[src/rtl/mp_add_sub.sv]
// Multi-limb add/subtract unit: streams LS limb first, chains carry/borrow
// internally, and reports final carry/borrow plus an all-zero flag.
module mp_add_sub #(
  parameter int unsigned CP_D_WIDTH = 72,
  parameter int unsigned NUM_LIMBS  = 8,
  parameter int unsigned CNT_W      = $clog2(NUM_LIMBS + 1)
) (
  input  logic                  clock,
  input  logic                  reset,
  input  logic                  start,
  input  logic [1:0]            op,
  input  logic                  carry_init,
  input  logic [CNT_W-1:0]      num_limbs,
  input  logic                  in_valid,
  output logic                  in_ready,
  input  logic [CP_D_WIDTH-1:0] in_a,
  input  logic [CP_D_WIDTH-1:0] in_b,
  output logic                  out_valid,
  input  logic                  out_ready,
  output logic [CP_D_WIDTH-1:0] out_data,
  output logic                  out_last,
  output logic                  busy,
  output logic                  done,
  output logic                  carry_out,
  output logic                  zero_out
);

  localparam int unsigned W  = CP_D_WIDTH;
  localparam int unsigned W1 = CP_D_WIDTH + 1;

  typedef enum logic [1:0] {IDLE, RUN, DRAIN} state_e;

  state_e           state_q, state_d;
  logic             add_q, add_d;
  logic             carry_q, carry_d;
  logic             zero_acc_q, zero_acc_d;
  logic [CNT_W-1:0] limb_cnt_q, limb_cnt_d;
  logic [CNT_W-1:0] len_q, len_d;
  logic             out_valid_q, out_valid_d;
  logic             out_last_q, out_last_d;
  logic [W-1:0]     out_data_q, out_data_d;
  logic             done_q, done_d;
  logic             carry_out_q, carry_out_d;
  logic             zero_out_q, zero_out_d;

  logic             in_fire;
  logic             out_fire;
  logic             is_last;
  logic [W:0]       sum;
  logic [CNT_W-1:0] len_eff;

  // Single output register: accept a new limb whenever the slot is free or draining.
  assign in_ready  = (state_q == RUN) && (!out_valid_q || out_ready);
  assign in_fire   = in_valid && in_ready;
  assign out_fire  = out_valid_q && out_ready;
  assign busy      = (state_q != IDLE);
  assign is_last   = (limb_cnt_q == len_q - CNT_W'(1));
  assign len_eff   = ((num_limbs == '0) || (32'(num_limbs) > NUM_LIMBS)) ?
                     CNT_W'(NUM_LIMBS) : num_limbs;
  // Bit W is carry for add and borrow for subtract (two's-complement wrap).
  assign sum       = add_q ? ({1'b0, in_a} + {1'b0, in_b} + W1'(carry_q))
                           : ({1'b0, in_a} - {1'b0, in_b} - W1'(carry_q));

  assign out_valid = out_valid_q;
  assign out_data  = out_data_q;
  assign out_last  = out_last_q;
  assign done      = done_q;
  assign carry_out = carry_out_q;
  assign zero_out  = zero_out_q;

  always_comb begin
    state_d     = state_q;
    add_d       = add_q;
    carry_d     = carry_q;
    zero_acc_d  = zero_acc_q;
    limb_cnt_d  = limb_cnt_q;
    len_d       = len_q;
    out_valid_d = out_valid_q;
    out_last_d  = out_last_q;
    out_data_d  = out_data_q;
    done_d      = 1'b0;
    carry_out_d = carry_out_q;
    zero_out_d  = zero_out_q;
    case (state_q)
      IDLE: begin
        if (start) begin
          add_d      = op[0];
          carry_d    = op[1] & carry_init;
          len_d      = len_eff;
          limb_cnt_d = '0;
          zero_acc_d = 1'b1;
          state_d    = RUN;
        end
      end
      RUN: begin
        if (in_fire) begin
          out_data_d  = sum[W-1:0];
          carry_d     = sum[W];
          zero_acc_d  = zero_acc_q & (sum[W-1:0] == '0);
          out_valid_d = 1'b1;
          out_last_d  = is_last;
          limb_cnt_d  = limb_cnt_q + CNT_W'(1);
          if (is_last) begin
            state_d = DRAIN;
          end
        end else if (out_fire) begin
          out_valid_d = 1'b0;
        end
      end
      DRAIN: begin
        if (out_fire) begin
          out_valid_d = 1'b0;
          out_last_d  = 1'b0;
          done_d      = 1'b1;
          carry_out_d = carry_q;
          zero_out_d  = zero_acc_q;
          state_d     = IDLE;
        end
      end
      default: state_d = IDLE;
    endcase
  end

  always_ff @(posedge clock) begin
    if (reset) begin
      state_q     <= IDLE;
      add_q       <= 1'b0;
      carry_q     <= 1'b0;
      zero_acc_q  <= 1'b0;
      limb_cnt_q  <= '0;
      len_q       <= '0;
      out_valid_q <= 1'b0;
      out_last_q  <= 1'b0;
      out_data_q  <= '0;
      done_q      <= 1'b0;
      carry_out_q <= 1'b0;
      zero_out_q  <= 1'b0;
    end else begin
      state_q     <= state_d;
      add_q       <= add_d;
      carry_q     <= carry_d;
      zero_acc_q  <= zero_acc_d;
      limb_cnt_q  <= limb_cnt_d;
      len_q       <= len_d;
      out_valid_q <= out_valid_d;
      out_last_q  <= out_last_d;
      out_data_q  <= out_data_d;
      done_q      <= done_d;
      carry_out_q <= carry_out_d;
      zero_out_q  <= zero_out_d;
    end
  end

endmodule

[config.mk]
export PLATFORM = sky130hd
export DESIGN_NAME = mp_add_sub
export DESIGN_NICKNAME = d
export VERILOG_FILES = /design/src/rtl/mp_add_sub.sv
export SDC_FILE = /design/constraint.sdc
export NUM_CORES = 1
export LEC_CHECK = 0
export ABC_AREA = 1
export ABC_CLOCK_PERIOD_IN_PS = 8890
export BUFFER_PORTS_ARGS = -buffer_cell sky130_fd_sc_hd__buf_4
export CORE_MARGIN = 2
export CORE_UTILIZATION = 30
export DETAILED_ROUTE_END_ITERATION = 7
export PLACE_DENSITY_LB_ADDON = 0.12
export SLEW_MARGIN = 20
export SYNTH_ARGS = -nofsm -noshare
export SYNTH_HDL_FRONTEND = slang
export SYNTH_SLANG_ARGS = --single-unit
[constraint.sdc]
create_clock -name clock -period 8.89 [get_ports clock]
set_input_delay 1.778 -clock clock [delete_from_list [all_inputs] [get_ports clock]]
set_output_delay 1.778 -clock clock [all_outputs]
set_load 0.01 [all_outputs]
==> flow_summary.json, run 1 <==
{
  "status": "complete, no violations",
  "grt_pass1_wl_um": 144000,
  "dieArea_mm2": 0.06709,
  "die_h_um": 259.0,
  "cts_sinks": 90,
  "drive_above_1_share": 0.09122,
  "fin_ws_ns": 3.592,
  "synth_fp_nets": 4220,
  "critical_path_class": "in -> reg",
  "fin_nets": 4430,
  "grt-ovfl-total": 0,
  "syn-instance-count": 3841,
  "relSlewSlack": 0.3192,
  "core_area_mm2": 0.06435,
  "clkLatencyLatePin_ns": 0.36,
  "synth_enable_flop_cells": 0,
  "vdd_ir_drop_max_mv": 0.1357,
  "track_usage": 0.2927,
  "cts_hold_buf": 0,
  "grt_max_degree": 73,
  "preCtsSetupSlack_ns": 3.348,
  "yosysSeqAreaShare": 0.09234,
  "multi_input_area_mm2": 0.01385,
  "crit_arrival_ns": 5.59,
  "cts_setup_buffers": 0,
  "io_buffers": 234,
  "fp.dieW_um": 259.0,
  "antenna_found_initial": 3,
  "avgSynthCellArea_um2": 5.080,
  "worstSetupStartpointType": "input pin",
  "finalNonFillerCells": 4911,
  "place_congestion": 1.050,
  "cap_violations": 0,
  "num_antenna_cells": 0,
  "period_share": 0.5960,
  "hold_viol": 0,
  "area.sequential_mm2": 0.001803,
  "initial_utilization": 0.3032,
  "cts_buffers": 9,
  "yosys_warnings": 0,
  "rsz0062_at_grt": "false",
  "worstPathBufferInverterCount": 5,
  "fin_util": 0.3499,
  "endpoint": "carry_q$_SDFFE_PP0P_",
  "synth_largest_area_cell": "nand2_1",
  "hold_class": "reg -> reg",
  "fillCellCount": 7645,
  "grt_pass1_vias": 22650,
  "cts_root_buf": "clkbuf_16",
  "viasPerCell": 4.854,
  "worst_r2r_path_depth": 19,
  "total_power_mw": 3.225,
  "wirelength_um": 100400,
  "pin_count": 235,
  "period_minus_slack_ns": 5.298,
  "async_flop_share": 0,
  "clock.fmax_ghz": 0.1887,
  "setup_tns_ns": 0,
  "r2r_end": "carry_q$_SDFFE_PP0P_",
  "cts.clk_slew.worst_paths_ns": 0.06,
  "worst_pin_slew_ns": 1.021,
  "fin_skew_ns": 0.008084,
  "cts_tree": "yes",
  "drt_iter0_drc": 2355,
  "cts.path.max_buffers": 2,
  "rrSetupSlack_ns": 4.73,
  "path_depth": 19,
  "cts_resized": 0,
  "drt.antenna.violating_nets": 0,
  "ys_types": 43,
  "cp_slowest_cell": "ha_1",
  "h-tree-depth": 3,
  "dp.cells": 4895,
  "route.vias.total": 23840,
  "synthesis.area_mm2": 0.01951,
  "hpwl_um": 89240,
  "end_kind": "flip-flop",
  "cp_data_required_time_ns": 9.18,
  "wire_per_inst_um": 20.45,
  "synth_most_common_cell": "nand2_1",
  "yosys.area.top_type_share": 0.2599,
  "power.density_mw_per_mm2": 143.2,
  "synth_common_cells": "nand2_1, inv_1, nor2_1",
  "power_leakage_nw": 13.81,
  "critical_path.top_delay_family": "compound AO/OA/AOI/OAI gates",
  "setup_violations": 0,
  "post-route-drc-count": 0,
  "slowest_delay_ns": 0.65,
  "area_growth_pct": 15.40,
  "reg2reg_from": "carry_q$_SDFFE_PP0P_",
  "ys_top_cells_by_area": "nand2_1, inv_1, ha_1",
  "num_rows": 93,
  "finalMaxSlewViolations": 0,
  "critical_path.startpoint": "in_a[47]",
  "first_pass_iters": 7,
  "worstPathMaxFanout": 5,
  "path_cells": "buf_4 -> inv_1 -> ha_1 -> inv_1 -> ha_1 -> nand2_1 -> inv_1 -> nand2_1 -> o21ai_0 -> a21oi_1 -> nor2_1 -> nor2_1 -> nand2_1 -> inv_1 -> o21ai_0 -> xnor2_1 -> nand2_1 -> a211o_1 -> a21oi_1",
  "synthFlopType": "dfxtp_1",
  "ys_seq_elements": 90
}
-- sequential cells by signal, indices dropped and copies added, names as in the netlist, 2 cells and up --
signal / cells
state_q: 2
out_data: 72
limb_cnt_q: 4
len_q: 4
-- layer usage --
layer / vias to the layer above / global-route usage / wire, um
li1: 12060 / - / -
met1: 10830 / 0.4134 / 46770
met2: 817 / 0.4542 / 42640
met3: 134 / 0.04530 / 7830
met4: 4 / 0.08911 / 3179
met5: - / 0 / 20
-- cell families after synthesis --
group / share of synthesized area
compound gates: 0.1104
xor+xnor: 0.004489
simple gates: 0.4506
buf+inv: 0.1976
fa+ha+maj: 0.1445
flops: 0.09234
-- worst min-delay path: cells and delay by family (launching register included) --
family	cells	cell delay, ns
AO/OA/AOI/OAI	1	0.05
flip-flops	1	0.31
buffers and inverters	1	0.05
-- per-stage QoR --
stage | area, um^2 | hold WS (ns)
after floorplan | 19510 | 0.4447
after global placement | 22220 | 0.4435
after detailed placement | 22220 | 0.4483
after CTS | 22520 | 0.4618
after global routing | 22520 | 0.4826
final | 22520 | 0.4549
-- where the power goes --
part	total [mW]	switching [mW]	leakage [nW]	internal, mW
registers	0.560	0.0701	0.734	0.489
logic	2.28	1.58	12.9	0.701
clock network	0.384	0.171	0.142	0.213
-- placed cells by master, fill, tap and decap left out, drive strengths merged, types with 2 or more instances in the layout --
cell,Yosys,layout
nand4,37,37
o211ai,56,56
nand3,304,304
ha,219,219
buf,15,239
nor4,4,4
a2111oi,2,2
nand3b,8,8
inv,982,984
clkinv,4,4
a31oi,9,9
xnor2,4,4
o21ai,106,106
o21bai,31,31
or2,2,2
a211oi,4,4
xor2,6,6
nand2,1377,1377
and2,3,3
a21oi,164,164
clkbuf,25,13
fa,4,4
nor2,337,337
nor3,41,41
dfxtp,90,90
-- how the worst min path moves through the flow --
stage	startpoint	to	slack [ns]	cells past startpoint
after floorplan	zero_acc_q$_SDFFE_PP0P_	zero_acc_q$_SDFFE_PP0P_	0.44	2
after global placement	zero_out$_SDFFE_PP0P_	zero_out$_SDFFE_PP0P_	0.44	2
after detailed placement	carry_out$_SDFFE_PP0P_	carry_out$_SDFFE_PP0P_	0.45	2
after CTS	carry_out$_SDFFE_PP0P_	carry_out$_SDFFE_PP0P_	0.46	2
after global routing	carry_out$_SDFFE_PP0P_	carry_out$_SDFFE_PP0P_	0.48	2
final	carry_out$_SDFFE_PP0P_	carry_out$_SDFFE_PP0P_	0.45	2
-- final cells by class --
| type | count | share of cell area |
|---|---|---|
| Timing Repair Buffer | 239 | 0.07969 |
| Inverter | 986 | 0.1645 |
| Tap cell | 855 | 0.04751 |
| Multi-Input combinational cell | 2725 | 0.6153 |
| Clock inverter | 3 | 0.0009447 |
| Clock buffer | 13 | 0.01200 |
| Sequential cell | 90 | 0.08008 |
Power figures use the tool's default switching activity.
==> run 2: changes to the inputs <==
- ABC_CLOCK_PERIOD_IN_PS: 8890 -> 5500
- clock period: 8.89 -> 5.5 ns (I/O delays scaled with it)
==> flow_summary.json, run 2 (same netlist as run 1, synthesis figures left out) <==
{
  "post-route-drc-count": 0,
  "fin_nets": 4434,
  "setup_violations": 0,
  "fin_util": 0.3508,
  "fin_ws_ns": 1.002,
  "track_usage": 0.2907,
  "clkLatencyLatePin_ns": 0.35,
  "worstSetupStartpointType": "input pin",
  "drt.antenna.violating_nets": 0,
  "wirelength_um": 99830,
  "drt_iter0_drc": 2284,
  "grt_pass1_wl_um": 144200,
  "relSlewSlack": 0.4651,
  "antenna_found_initial": 2,
  "worstPathMaxFanout": 5,
  "hold_viol": 0,
  "cts_buffers": 9,
  "core_area_mm2": 0.06435,
  "clock.fmax_ghz": 0.2223,
  "area.sequential_mm2": 0.001803,
  "viasPerCell": 4.895,
  "cp_slowest_cell": "fa_1",
  "dieArea_mm2": 0.06709,
  "crit_arrival_ns": 4.77,
  "num_rows": 93,
  "cts_hold_buf": 0,
  "multi_input_area_mm2": 0.01385,
  "layout_commonest_cell": "nand2_1",
  "worstPathBufferInverterCount": 6,
  "end_kind": "flip-flop",
  "hpwl_um": 88660,
  "setup_tns_ns": 0,
  "power_leakage_nw": 13.85,
  "wire_per_inst_um": 20.32,
  "grt_max_degree": 84,
  "grt_pass1_vias": 22560,
  "critical_path.top_delay_family": "simple AND/OR/NAND/NOR gates",
  "dp.cells": 4899,
  "period_minus_slack_ns": 4.498,
  "route.vias.total": 24050,
  "final_cell_mix": "nand2_1, inv_1, nor2_1, nand3_1, buf_4",
  "num_antenna_cells": 0,
  "fin_skew_ns": 0.01058,
  "worst_pin_slew_ns": 0.8024,
  "largest_register_ffs": 72,
  "cts.path.max_buffers": 2,
  "slowest_delay_ns": 0.58,
  "power.density_mw_per_mm2": 233.7,
  "preCtsSetupSlack_ns": 0.6606,
  "critical_path_class": "in -> reg",
  "grt-ovfl-total": 0,
  "cts_resized": 0,
  "finalMaxSlewViolations": 0,
  "fp.dieW_um": 259.0,
  "rsz0062_at_grt": "false",
  "first_pass_iters": 6,
  "die_h_um": 259.0,
  "status": "complete, no violations",
  "total_power_mw": 5.277,
  "period_share": 0.8179,
  "hold_class": "reg -> reg",
  "finalNonFillerCells": 4913,
  "cts_sinks": 90,
  "io_buffers": 234,
  "cts.clk_slew.worst_paths_ns": 0.06,
  "cts_tree": "yes",
  "initial_utilization": 0.3032,
  "place_congestion": 1.039,
  "vdd_ir_drop_max_mv": 0.2137,
  "cts_root_buf": "clkbuf_16",
  "h-tree-depth": 3,
  "area_growth_pct": 15.70,
  "drive_above_1_share": 0.09167,
  "pin_count": 235,
  "fillCellCount": 7621,
  "cap_violations": 0,
  "cp_common_cell": "nand2_1",
  "cp_data_required_time_ns": 5.78,
  "cts_setup_buffers": 0
}
==> run 2: changes by cell type in the layout (fill, tap and decap cells not counted) <==
cell,change
bufinv_16,+2
inv_6,-1
buf_4,+3
clkbuf_8,-2
clkinvlp_4,-1
buf_12,+1
==> run 2: stage by stage <==
stage / hold slack, ns / cell area [um^2]
6_report: 0.4439 / 22570
5_1_grt: 0.4650 / 22570
4_1_cts: 0.4504 / 22570
3_5_place_dp: 0.4396 / 22270
3_3_place_gp: 0.4409 / 22270
2_1_floorplan: 0.4447 / 19510
==> run 2: power breakdown <==
part           switching [mW]  internal, mW  leakage (nW)
clock                   0.263         0.405         0.151
combinational            2.58          1.14          13.0
sequential             0.0962         0.791         0.734
==> run 2: final cells by class <==
type	instances	area share
inverter	986	0.1641
tap	855	0.04739
clock inverter	3	0.002882
sequential	90	0.07987
timing repair buffer	243	0.08137
clock buffer	11	0.01075
multi-input combinational	2725	0.6137
==> run 2: worst register-to-register path, delay by kind of cell, from the launching register on <==
kind	cells	cell delay, ns
AND/OR/NAND/NOR	11	1.52
adder cells (fa/ha/maj)	2	0.67
flip-flops	1	0.56
AO/OA/AOI/OAI	4	1.21
buffers and inverters	2	0.18
==> run 2: path summary, 6_finish.rpt <==
check                    startpoint                endpoint  slack [ns]  cells past startpoint
min          carry_out$_SDFFE_PP0P_  carry_out$_SDFFE_PP0P_        0.44                      2
max                         in_a[0]    carry_q$_SDFFE_PP0P_        1.00                     26
max reg2reg    carry_q$_SDFFE_PP0P_    carry_q$_SDFFE_PP0P_        1.30                     19
min reg2reg  carry_out$_SDFFE_PP0P_  carry_out$_SDFFE_PP0P_        0.44                      2
==> run 2: routing by layer <==
layer  vias up  GRT usage  routed length, um
met2       846     0.4622              43490
met5         -          0                 30
met1     11050     0.4201              47080
met4         4    0.07017               2320
li1      12040          -                  -
met3       101    0.02578               6915
